==> config.mk <==
export PLATFORM = sky130hd
export DESIGN_NAME = wr_resp_sched
export DESIGN_NICKNAME = d
export VERILOG_FILES = /design/src/rtl/wr_resp_sched.sv
export SDC_FILE = /design/constraint.sdc
export NUM_CORES = 1
export LEC_CHECK = 0
export CAP_MARGIN = 10
export CORE_UTILIZATION = 35
export CTS_CLUSTER_DIAMETER = 150
export DETAILED_ROUTE_END_ITERATION = 8
export GPL_TIMING_DRIVEN = 0
export PLACE_DENSITY_LB_ADDON = 0.08
export SLEW_MARGIN = 20
export SYNTH_ARGS = -nofsm -noshare
export SYNTH_HDL_FRONTEND = slang
export SYNTH_SLANG_ARGS = --single-unit
==> constraint.sdc <==
create_clock -name clk -period 6.02 [get_ports clk]
set_clock_uncertainty 0.05 [all_clocks]
set_input_delay 1.806 -clock clk [delete_from_list [all_inputs] [get_ports clk]]
set_output_delay 1.806 -clock clk [all_outputs]
set_load 0.005 [all_outputs]
==> src/rtl/wr_resp_sched.sv <==
// -----------------------------------------------------------------------------
// wr_resp_sched_pkg / wr_resp_sched
//
// Purpose:
//   Collects write responses from NUM_SRC completion sources (cache banks or
//   write ports). Each response goes into a FIFO for its destination direction.
//   The FIFO then returns it on that direction's valid/ready channel. Each
//   direction has its own round-robin arbiter, so the sources share the
//   direction fairly. The direction is chosen by txnid.direction_id.
//
// Ports:
//   clk        in   clock, every flop updates on its rising edge
//   rst        in   synchronous active-high reset
//   v_src_vld  in   [NUM_SRC]  per-source response valid
//   v_src_rdy  out  [NUM_SRC]  per-source accept, combinational from inputs
//                              and registered state (never from v_dir_rdy)
//   v_src_pld  in   wr_resp_pld_t[NUM_SRC]  response payload
//   v_dir_vld  out  [NUM_DIR]  per-direction response valid (FIFO not empty)
//   v_dir_rdy  in   [NUM_DIR]  per-direction downstream ready
//   v_dir_pld  out  wr_resp_pld_t[NUM_DIR]  FIFO head, carried unmodified
//   idle       out  all FIFOs empty and no source valid
// -----------------------------------------------------------------------------

package wr_resp_sched_pkg;

  typedef logic [1:0] dir_id_t;

  // txnid layout: {src_tag[1:0], direction_id[1:0], seq[3:0]}
  typedef struct packed {
    logic [1:0] src_tag;
    dir_id_t    direction_id;
    logic [3:0] seq;
  } txnid_t;

  typedef struct packed {
    txnid_t     txnid;
    logic [1:0] resp;
  } wr_resp_pld_t;

endpackage

module wr_resp_sched
  import wr_resp_sched_pkg::*;
#(
  parameter int NUM_SRC    = 4,
  parameter int NUM_DIR    = 4,  // must equal 2**$bits(dir_id_t)
  parameter int FIFO_DEPTH = 4   // power of 2, at least 2
) (
  input  logic               clk,
  input  logic               rst,
  input  logic [NUM_SRC-1:0] v_src_vld,
  output logic [NUM_SRC-1:0] v_src_rdy,
  input  wr_resp_pld_t       v_src_pld [NUM_SRC],
  output logic [NUM_DIR-1:0] v_dir_vld,
  input  logic [NUM_DIR-1:0] v_dir_rdy,
  output wr_resp_pld_t       v_dir_pld [NUM_DIR],
  output logic               idle
);

  localparam int SRC_W = (NUM_SRC > 1) ? $clog2(NUM_SRC) : 1;
  localparam int PTR_W = $clog2(FIFO_DEPTH);
  localparam int CNT_W = PTR_W + 1;
  localparam int DIR_W = $bits(dir_id_t);

  // active_q is low during reset and for the first cycle after it. While it
  // is low, no source can be accepted.
  logic active_q, active_d;
  logic can_accept;

  logic [NUM_SRC-1:0] dir_grant [NUM_DIR];
  logic [NUM_DIR-1:0] dir_empty;

  always_comb begin
    active_d = 1'b1;
  end

  always_ff @(posedge clk) begin
    if (rst) begin
      active_q <= 1'b0;
    end else begin
      active_q <= active_d;
    end
  end

  // rst gates accepts combinationally. This stops a handshake that is in
  // flight when reset arrives from completing.
  assign can_accept = active_q && !rst;

  genvar gi;
  generate
    for (gi = 0; gi < NUM_DIR; gi++) begin : g_dir
      logic [NUM_SRC-1:0] req;
      logic               grant_vld;
      logic [SRC_W-1:0]   grant_idx;
      logic               push;
      logic               pop;
      logic               dir_vld;
      wr_resp_pld_t       push_pld;

      logic [SRC_W-1:0]   rr_ptr_q, rr_ptr_d;
      logic [CNT_W-1:0]   cnt_q, cnt_d;
      logic [PTR_W-1:0]   rd_ptr_q, rd_ptr_d;
      logic [PTR_W-1:0]   wr_ptr_q, wr_ptr_d;
      wr_resp_pld_t       mem_q [FIFO_DEPTH];

      // Sources that want this direction.
      always_comb begin
        req = '0;
        for (int s = 0; s < NUM_SRC; s++) begin
          req[s] = v_src_vld[s] &&
                   (v_src_pld[s].txnid.direction_id == DIR_W'(gi));
        end
      end

      // Round-robin search. It starts at rr_ptr_q and wraps modulo NUM_SRC.
      // The first requester found wins.
      always_comb begin : arb
        int               idx;
        logic [SRC_W-1:0] sel;
        grant_vld = 1'b0;
        grant_idx = '0;
        idx       = 0;
        sel       = '0;
        for (int k = 0; k < NUM_SRC; k++) begin
          idx = int'(rr_ptr_q) + k;
          if (idx >= NUM_SRC) begin
            idx = idx - NUM_SRC;
          end
          sel = SRC_W'(idx);
          if (!grant_vld && req[sel]) begin
            grant_vld = 1'b1;
            grant_idx = sel;
          end
        end
      end

      // The full check looks only at the registered count. A pop in the same
      // cycle therefore cannot free room for a push until the next cycle.
      assign push     = grant_vld && can_accept &&
                        (cnt_q < CNT_W'(FIFO_DEPTH));
      assign dir_vld  = (cnt_q != '0) && !rst;
      assign pop      = dir_vld && v_dir_rdy[gi];
      assign push_pld = v_src_pld[grant_idx];

      assign dir_grant[gi] = push ? (NUM_SRC'(1) << grant_idx) : '0;
      assign dir_empty[gi] = (cnt_q == '0);
      assign v_dir_vld[gi] = dir_vld;
      assign v_dir_pld[gi] = mem_q[rd_ptr_q];

      always_comb begin
        rr_ptr_d = rr_ptr_q;
        cnt_d    = cnt_q;
        rd_ptr_d = rd_ptr_q;
        wr_ptr_d = wr_ptr_q;
        if (push) begin
          wr_ptr_d = wr_ptr_q + 1'b1;
          rr_ptr_d = (grant_idx == SRC_W'(NUM_SRC - 1)) ? '0
                                                         : grant_idx + 1'b1;
        end
        if (pop) begin
          rd_ptr_d = rd_ptr_q + 1'b1;
        end
        case ({push, pop})
          2'b10:   cnt_d = cnt_q + 1'b1;
          2'b01:   cnt_d = cnt_q - 1'b1;
          default: cnt_d = cnt_q;
        endcase
      end

      always_ff @(posedge clk) begin
        if (rst) begin
          rr_ptr_q <= '0;
          cnt_q    <= '0;
          rd_ptr_q <= '0;
          wr_ptr_q <= '0;
        end else begin
          rr_ptr_q <= rr_ptr_d;
          cnt_q    <= cnt_d;
          rd_ptr_q <= rd_ptr_d;
          wr_ptr_q <= wr_ptr_d;
        end
      end

      // Storage needs no reset. Entries are visible only while cnt_q is
      // non-zero.
      always_ff @(posedge clk) begin
        if (push) begin
          mem_q[wr_ptr_q] <= push_pld;
        end
      end
    end
  endgenerate

  // Each source requests one direction, so at most one direction grant can be
  // set for any source.
  always_comb begin
    v_src_rdy = '0;
    for (int d = 0; d < NUM_DIR; d++) begin
      v_src_rdy = v_src_rdy | dir_grant[d];
    end
  end

  assign idle = ((&dir_empty) || rst) && !(|v_src_vld);

  // Source protocol checks.
  generate
    for (gi = 0; gi < NUM_SRC; gi++) begin : g_src_chk
      a_vld_hold: assert property (@(posedge clk) disable iff (rst)
        (v_src_vld[gi] && !v_src_rdy[gi]) |=> v_src_vld[gi]);
      a_dir_range: assert property (@(posedge clk) disable iff (rst)
        v_src_vld[gi] |-> (int'(v_src_pld[gi].txnid.direction_id) < NUM_DIR));
    end
  endgenerate

endmodule

==> metrics.txt <==
status completed; vias per std cell 5.17; power per cell area 287 nW/um^2; Worst path most repeated cell dlygate4sd2_1; CTS Buf Count 25; Placer Congestion between 0.8 and 0.9; Synth cell types between 60 and 70; Final Non-Filler Cells 1,240; Die W ~170 um; final worst-path cycle share 0.991; Data required, critical path 4160 ps; worst setup margin 52.6 ps; Routed met1 length 11,800 um; Layout area overhead 25.1%; initial antenna violation count 1; # port buffers a little under 100; total power 3.52 mW; cell count after synthesis 715; uppermost layer routed met4; area of the core 27,300 sq um; vias in the first global route around 6,700; WL met2 12,600 um; vias post-DR 6,407; Max Clk Rate 168 MHz; Ports roughly 100; post-DP HPWL 18,200 um; max incr delay on CP 430 ps; Cells after DPL between 1,000 and 1,500; Post-Layout Inst Area 12,300 sq um; Net Count, Synth about 800; Die ar. 28,700 sq um; clk_lat worst skew 530 ps; Total Wirelength ~26,000 um; CTS tree yes; leakage power 4.29 nW; Max VDD drop 0.159 mV; clk root buf clkbuf_16; Most used DFF post-synth edfxtp_1; starting density of the core 0.360; endpoint class of the critical path primary output; Final Setup Violations 0; Placed Area around 11,000 sq um; CP cell instances dlygate4sd2_1, and3b_2, o221a_2, o22ai_2, clkbuf_8, buf_4, ha_1, a222oi_1, nand2_1, dlygate4sd2_1; 1st-pass router iterations 5; drt drc 0; CTS sink cnt 205; metal3 WL roughly 1000 um; Yosys warning total 0; worst hold slack ~450 ps; Ant. Diodes 0; max-slew violations 0; critical-path maximum fanout 10; largest net degree at the start of global routing 21; HP Class flip-flop to flip-flop; wire per inst 20.8 um; # hold bufs at CTS 0; worst relative slew slack 0.449; fraction of registers with async set/reset 0; std cell rows 60; Tightest Pin Transition 827 ps; first-pass GRT wire length 38,800 um; Post-synth EDFFs 160; count of final hold-check violations 0; Clock Path Buffers 3; share of cells above drive strength 1 0.182; Post-DRT Antenna Nets 0; worst endpoint data arrival time 4110 ps; DRT iter0 DRCs roughly 430; chip height 169 um; Layout Nets 939; GRT Resource Usage Total 0.181; R2R setup slack between 3000 and 4000 ps; CP max stage cell a222oi_1; RSZ-0062 raised after global routing false; GRT Residual Overflow 0; Startpoint Class input pin; dpl ws -1140 ps; CP Class input pin to primary output; post-synthesis register bit count 205; clock-pin slew on the worst setup and hold paths roughly 50 ps; Period minus WS final 5970 ps; post-synthesis cell area a little under 10,000 sq um; Max Cap Viol 0; Synth Area per Inst approximately 14 sq um; leading cell type in the layout, fill and taps excluded edfxtp_1; sequential fraction of the synthesis area 0.581; most frequent cells in the layout edfxtp_1 (160), clkdlybuf4s50_1 (82), nand2_1 (74); H-Tree Depth 1
==> power breakdown <==
part           total, mW  internal (mW)  switching [mW]
Combinational      0.425          0.186           0.238
Sequential          1.59           1.58          0.0132
Clock               1.50          0.914           0.590
Total               3.52           2.68           0.841
==> per-layer routing <==
| layer | track usage | up-vias |
|---|---|---|
| met5 | 0 | - |
| met4 | 0.0517 | 0 |
| met3 | 0.0226 | 43 |
| met2 | 0.306 | 185 |
| met1 | 0.245 | 3232 |
| li1 | - | 2947 |
==> registers in the layout (all words and copies together) (netlist names), named ones only <==
signal,cells
active_q,1
g_dir.cnt_q,12
g_dir.mem_q,160
g_dir.rd_ptr_q,8
g_dir.rr_ptr_q,8
g_dir.wr_ptr_q,8
==> per-stage QoR <==
stage,utilization,setup TNS (ps)
6_report,0.451,0
5_1_grt,0.451,0
4_1_cts,0.451,0
3_5_place_dp,0.413,-3990
3_3_place_gp,0.413,-3900
2_1_floorplan,-,0
==> cell usage after synthesis (6+ instances only) <==
cell type / n / area, sq um
xor2_1: 12 / 105
buf_1: 8 / 30.0
nor3b_1: 6 / 45.0
inv_1: 34 / 128
a21oi_1: 32 / 160
buf_2: 15 / 75.1
ha_1: 36 / 450
nand3b_1: 6 / 45.0
buf_4: 7 / 52.6
nand2_1: 74 / 278
o21ai_0: 9 / 45.0
mux2i_1: 53 / 531
nor2_1: 43 / 161
edfxtp_1: 160 / 4800
or3_1: 7 / 43.8
a32oi_1: 16 / 140
nor3_1: 6 / 30.0
and2_1: 19 / 119
dfxtp_1: 45 / 901
xnor2_1: 8 / 70.1
mux4_2: 40 / 901
and3_1: 8 / 50.1
==> cells by family (layout without fill, tap and decap cells) <==
family / count (synthesis) / count (layout) / share of synthesized area
compound gates: 87 / 87 / 0.0618
fa+ha+maj: 40 / 40 / 0.0541
flops: 205 / 205 / 0.581
buf+inv: 76 / 229 / 0.0395
xor+xnor: 20 / 20 / 0.0178
simple gates: 194 / 194 / 0.0996
mux: 93 / 93 / 0.146
==> cell type report <==
cell class / count / area, sq um
clock inverter: 15 / 150
inverter: 36 / 148
buffer: 38 / 285
sequential: 205 / 5710
timing repair buffer: 109 / 1020
tap: 372 / 465
multi-input combinational: 434 / 3800
clock buffer: 31 / 698
fill: 2433 / 15000
==> worst max-delay path, delay by kind of cell <==
family	cells	cell delay (ps)
buffers and inverters	4	930
adders and majority gates	1	210
AOI/OAI and AO/OA	3	730
and+or+nand+nor	2	440
==> repair_timing <==
action | in CTS | in global routing
pin swaps | 10 | 6
setup endpoints to repair | 4 | 3
gates cloned | 0 | 1
hold endpoints to repair | 0 | 0
gates resized for setup | 59 | 8
setup buffers | 11 | 0
==> worst paths after layout <==
kind                                                        start                                end  cells after the start
worst max-delay path                                 v_src_pld[6]                       v_src_rdy[2]                     10
worst min-delay path            g_dir[1].wr_ptr_q[1]$_SDFFE_PP0P_  g_dir[1].wr_ptr_q[1]$_SDFFE_PP0P_                      2
worst max register to register     g_dir[0].cnt_q[2]$_SDFFE_PP0P_     g_dir[0].cnt_q[2]$_SDFFE_PP0P_                      8
worst min register to register  g_dir[1].wr_ptr_q[1]$_SDFFE_PP0P_  g_dir[1].wr_ptr_q[1]$_SDFFE_PP0P_                      2
No activity file was read; power rests on OpenSTA's default activity.
